<file path="src/rtl/cdb_arbiter_pkg.sv">
// cdb_arbiter_pkg: shared CDB widths, requester ids and broadcast bundle
package cdb_arbiter_pkg;
  localparam int DATA_W = 32;
  localparam int TAG_W = 6;
  typedef enum logic [1:0] {
    REQ_INT  = 2'd0,
    REQ_DIV  = 2'd1,
    REQ_LS   = 2'd2,
    REQ_MULT = 2'd3
  } req_id_t;
  typedef struct packed {
    logic              valid;
    logic              branch;
    logic              branch_taken;
    logic [TAG_W-1:0]  tag;
    logic [DATA_W-1:0] data;
  } cdb_t;
  function automatic req_id_t next_req(req_id_t r);
    return (r == REQ_INT) ? REQ_DIV : (r == REQ_DIV) ? REQ_LS : REQ_INT;
  endfunction
endpackage

</file>
<file path="src/rtl/cdb_arbiter_rr_arbiter3.sv">
// rr_arbiter3: three-way round-robin grant starting at the pointer
module rr_arbiter3
  import cdb_arbiter_pkg::*;
(
  input  logic [2:0] req,
  input  req_id_t    ptr,
  output logic [2:0] gnt,
  output req_id_t    next_ptr
);
  req_id_t idx;
  // walk int->div->ls from ptr; first requester wins, pointer moves past it
  always_comb begin
    gnt = '0;
    next_ptr = ptr;
    idx = (ptr == REQ_MULT) ? REQ_INT : ptr;
    for (int k = 0; k < 3; k++) begin
      if (req[idx] && gnt == '0) begin
        gnt[idx] = 1'b1;
        next_ptr = next_req(idx);
      end
      idx = next_req(idx);
    end
  end
endmodule

</file>
<file path="src/rtl/cdb_arbiter.sv">
// cdb_arbiter: shares the CDB between pre-scheduled multiplier slots and round-robin stallable units
module cdb_arbiter
  import cdb_arbiter_pkg::*;
#(
  parameter int MULT_LAT = 4
) (
  input  logic              clk,
  input  logic              rst,
  input  logic              mult_issue,
  input  logic              mult_valid,
  input  logic [DATA_W-1:0] mult_data,
  input  logic [TAG_W-1:0]  mult_tag,
  input  logic              int_req,
  input  logic [DATA_W-1:0] int_data,
  input  logic [TAG_W-1:0]  int_tag,
  input  logic              int_branch,
  input  logic              int_branch_taken,
  output logic              int_gnt,
  input  logic              div_req,
  input  logic [DATA_W-1:0] div_data,
  input  logic [TAG_W-1:0]  div_tag,
  output logic              div_gnt,
  input  logic              ls_req,
  input  logic [DATA_W-1:0] ls_data,
  input  logic [TAG_W-1:0]  ls_tag,
  output logic              ls_gnt,
  output logic [DATA_W-1:0] cdb_data,
  output logic [TAG_W-1:0]  cdb_tag,
  output logic              cdb_valid,
  output logic              cdb_branch,
  output logic              cdb_branch_taken,
  output logic              err_mult_slot
);
  logic [MULT_LAT-1:0] resv;
  req_id_t rr, rr_next;
  logic [2:0] arb_gnt;
  cdb_t cdb_q, cdb_d;
  rr_arbiter3 u_rr (
    .req({ls_req, div_req, int_req}),
    .ptr(rr),
    .gnt(arb_gnt),
    .next_ptr(rr_next)
  );
  assign {ls_gnt, div_gnt, int_gnt} = resv[0] ? 3'b000 : arb_gnt;
  assign {cdb_valid, cdb_branch, cdb_branch_taken, cdb_tag, cdb_data} = cdb_q;
  // select the slot owner's payload; only the ALU carries branch fields
  always_comb begin
    cdb_d = resv[0] ? {3'b100, mult_tag, mult_data} :
            int_gnt ? {1'b1, int_branch, int_branch_taken, int_tag, int_data} :
            div_gnt ? {3'b100, div_tag, div_data} :
            ls_gnt  ? {3'b100, ls_tag, ls_data} : '0;
  end
  // slot schedule, rr pointer, broadcast register and sticky slot-violation flag
  always_ff @(posedge clk or negedge rst) begin
    if (!rst) begin
      resv <= '0;
      rr <= REQ_INT;
      cdb_q <= '0;
      err_mult_slot <= 1'b0;
    end else begin
      resv <= {mult_issue, resv[MULT_LAT-1:1]};
      rr <= resv[0] ? rr : rr_next;
      cdb_q <= cdb_d;
      if (mult_valid != resv[0]) err_mult_slot <= 1'b1;
    end
  end
endmodule

</file>
<file path="config.mk">
export PLATFORM = sky130hd
export DESIGN_NAME = cdb_arbiter
export DESIGN_NICKNAME = d
export VERILOG_FILES = /design/src/rtl/cdb_arbiter_pkg.sv /design/src/rtl/cdb_arbiter_rr_arbiter3.sv /design/src/rtl/cdb_arbiter.sv
export SDC_FILE = /design/constraint.sdc
export NUM_CORES = 1
export LEC_CHECK = 0
export BUFFER_PORTS_ARGS = -buffer_cell sky130_fd_sc_hd__clkbuf_2
export CAP_MARGIN = 10
export CORE_MARGIN = 2
export CORE_UTILIZATION = 40
export CTS_CLUSTER_DIAMETER = 30
export DETAILED_ROUTE_END_ITERATION = 7
export GPL_TIMING_DRIVEN = 1
export PLACE_DENSITY = 0.79
export SYNTH_ARGS = -nofsm -noshare
export SYNTH_HDL_FRONTEND = slang
export SYNTH_HIERARCHICAL = 1
export SYNTH_SLANG_ARGS = --single-unit
</file>
<file path="constraint.sdc">
create_clock -name clk -period 4.33 [get_ports clk]
set_clock_uncertainty 0.2 [all_clocks]
set_input_delay 0.6495 -clock clk [delete_from_list [all_inputs] [get_ports clk]]
set_output_delay 0.6495 -clock clk [all_outputs]
set_load 0.01 [all_outputs]
</file>
==> out/metrics.yaml <==
timing.slew.headroom_pct: 41.39
endpoint_kind: "output port"
p_leak_nw: 2.152
cts_hold_buf: 0
clkLatencyLatePin_ns: 0.30
combPwrFrac_pct: 64.3
final_cells: 585
cts_setup_buffers: 0
worstMarginPinSlew_ns: 0.8752
critPathArrivalTime_ns: 3.28
n_antenna_cell: 0
ys.flop_type: "dfrtp_1"
dr_total_vias: 3109
drive_gt1_share_pct: 48.06
clockRootBuffer: "clkbuf_8"
avgRoutedWirePerCell_um: 15.05
min_to: "resv[1]$_DFF_PN0_"
synth-edff-count: 0
reg2reg_slack_ns: 0.33
cts_buffer_depth: 2
netlist_instances: 297
ant_nets: 0
routabilityCongestion: 0.8591
fin_crit_sh_pct: 95.31
rsz0062_at_grt: "no"
ys_warn_count: 6
status: "finished, final reports clean"
switching_share_pct: 46.12
first_pass_iters: 4
pwr-share-seq_pct: 25.7
grt_pass1_wl_mm: 13.14
grt_max_degree: 62
path_delay_family: "compound AO/OA/AOI/OAI gates"
detailedRoute.firstIterationViolations: 129
setup-tns-final_ns: 0
setup_viol: 0
fp.dieH_um: 88.04
num_io_pins: 206
syn_avg_cell_area_um2: 9.512
cts.sinks: 48
power.internal_w: 0.001529
port_buffers: 205
hold_depth: 0
cts_buffers: 5
powerDensity_mw_per_mm2: 711.9
place_inst: 576
power.share.clock_pct: 10.0
power_switching_w: 0.001309
r2r-end: "cdb_data[30]$_DFF_PN0_"
slew_viol_final: 0
start_kind: "flip-flop"
worstRegToRegCells: 11
tritoncts: "yes"
viasPerCell: 5.315
grt_antenna_before_repair: 0
synth_area_mm2: 0.002825
synth_cell_types: 42
path_cells: "inv_1 -> ha_1 -> mux2i_1 -> o21ai_0 -> a21oi_2 -> nand3_1 -> o21ai_4 -> nor2b_1 -> clkbuf_2"
die_w_um: 88.04
route.detailed.drc: 0
yosysSeqAreaShare_pct: 42.52
critPathMaxFanout: 11
fill_cells: 656
fmax_mhz: 242.3
core.rowCount: 30
syn_to_final_growth_pct: 41.10
hp-start: "resv[2]$_DFF_PN0_"
path_buf_inv: 2
grt_pass1_vias: 2871
synth_nets: 462
dp_hpwl_mm: 6.647
initial_utilization_pct: 41.36
htree_levels: 2
clk_pin_slew_ns: 0.09
hold_class: "flip-flop to flip-flop"
core_area_mm2: 0.006832
required_ns: 3.48
wl_mm: 8.802
r2r-start: "rr[1]$_DFFE_PN0N_"
grt-ovfl-total: 0
worstSetupPathType: "flip-flop to output port"
die_area_mm2: 0.007751
crit_slowest_cell: "dfrtp_1"
ir_drop_mv: 0.3415
nets: 653
grtUsageTotal_pct: 21.69
fin_crit_ns: 4.127
hold_viol_final: 0
max_stage_delay_ns: 0.44
maxCapViolations: 0
ys_async_sr_fraction_pct: 100.0
yosys_register_bits: 48
[logic make-up (layout without fill, tap and decap cells)]
group,after synthesis,count (layout),synth area share (%)
compound gates,93,94,28.08
xor+xnor,1,1,0.3101
fa+ha+maj,4,4,1.772
buf+inv,71,262,11.47
flops,48,48,42.52
mux,7,7,2.613
simple gates,73,73,13.24
[flip-flops by register name, summed over array words and instances, names as in the netlist]
register          count
cdb_branch            1
cdb_branch_taken      1
cdb_data             32
cdb_tag               6
cdb_valid             1
err_mult_slot         1
resv                  4
rr                    2
[power groups by stage]
stage	combinational [W]	clock, W	sequential, W
floorplan	0.00118	0	0.000830
global placement	0.00178	0	0.000733
detailed placement	0.00180	0	0.000739
CTS	0.00181	0.000296	0.000730
global route	0.00202	0.000318	0.000750
finish	0.00182	0.000285	0.000729
[synth_stat cells, types with 2 or more instances]
master | count | area (um^2)
mux2_2 | 3 | 33.78
o311ai_0 | 2 | 17.52
ha_1 | 4 | 50.05
o21ai_0 | 2 | 10.01
nand2_1 | 3 | 11.26
nor3_1 | 2 | 10.01
inv_1 | 42 | 157.7
nor2b_1 | 3 | 18.77
a21oi_1 | 6 | 30.03
and3b_1 | 2 | 17.52
nand3b_1 | 4 | 30.03
buf_6 | 5 | 56.30
nand2b_1 | 3 | 18.77
buf_4 | 2 | 15.01
a221oi_1 | 73 | 639.4
mux2i_1 | 4 | 40.04
and2_1 | 3 | 18.77
nand3_1 | 3 | 15.01
clkbuf_1 | 12 | 45.04
dfrtp_1 | 48 | 1201
nor2_1 | 41 | 153.9
buf_2 | 10 | 50.05
[metal layers]
layer  vias to the layer above  wire, um  global-route usage (%)
li1                       1486         -                       -
met1                      1448      3359                   25.50
met2                       156      4514                   38.57
met3                        19       756                   5.749
met4                         0       172                   6.887
met5                         -         0                       0
[layout make-up]
| cell class | count | area, um^2 | share of cell area (%) |
|---|---|---|---|
| Sequential cell | 48 | 1202 | 30.16 |
| Multi-Input combinational cell | 179 | 1331 | 33.40 |
| Tap cell | 96 | 120.1 | 3.013 |
| Clock buffer | 6 | 82.58 | 2.072 |
| Clock inverter | 2 | 13.76 | 0.3453 |
| Inverter | 42 | 157.7 | 3.955 |
| Timing Repair Buffer | 212 | 1079 | 27.06 |
[timing repair]
item,in CTS,in global routing
setup endpoints to repair,0,7
gates resized for setup,0,1
hold endpoints to repair,0,0
[worst register-to-register path: cells and delay by family, from the launching register on]
family | cells | cell delay [ns]
adder cells (fa/ha/maj) | 1 | 0.37
multiplexers | 1 | 0.17
buffers and inverters | 2 | 0.46
AO/OA/AOI/OAI | 5 | 1.25
AND/OR/NAND/NOR | 2 | 1.02
flip-flops | 1 | 0.44
[through the flow]
stage / utilization, % / setup slack [ns] / instance area [um^2] / power (W) / hold slack [ns]
final: 58.35 / 0.2032 / 3986 / 0.002838 / 0.1546
after global routing: 58.35 / 0.02637 / 3986 / 0.003087 / 0.1715
after CTS: 58.17 / 0.1173 / 3974 / 0.002835 / 0.1567
after detailed placement: 56.76 / 0.3174 / 3877 / 0.002543 / 0.1347
after global placement: 56.76 / 0.4672 / 3877 / 0.002509 / 0.1337
after floorplan: - / 1.078 / 2825 / 0.002009 / 0.1312
[how the worst max path moves through the flow]
stage,from,end,slack [ns],cells after the start
2_1_floorplan,rr[1]$_DFFE_PN0N_,div_gnt,1.08,11
3_3_place_gp,rr[1]$_DFFE_PN0N_,cdb_data[24]$_DFF_PN0_,0.47,11
3_5_place_dp,rr[1]$_DFFE_PN0N_,cdb_data[22]$_DFF_PN0_,0.32,10
4_1_cts,rr[1]$_DFFE_PN0N_,div_gnt,0.12,9
5_1_grt,rr[1]$_DFFE_PN0N_,cdb_data[25]$_DFF_PN0_,0.03,11
6_report,rr[1]$_DFFE_PN0N_,div_gnt,0.20,9
[layout by cell type, fill, tap and decap left out, types with 2 or more instances in the layout]
cell,instances
inv_1,42
mux2_2,3
nand2_1,3
nor2_1,41
a21oi_1,5
a221oi_1,73
clkbuf_8,6
nor2b_1,3
dfrtp_1,47
and2_1,3
nor3_1,2
nand3b_1,4
buf_4,7
nand2b_1,3
and3b_1,2
ha_1,4
nand3_1,3
mux2i_1,4
clkbuf_2,205
(Power assumes the default switching activity.)
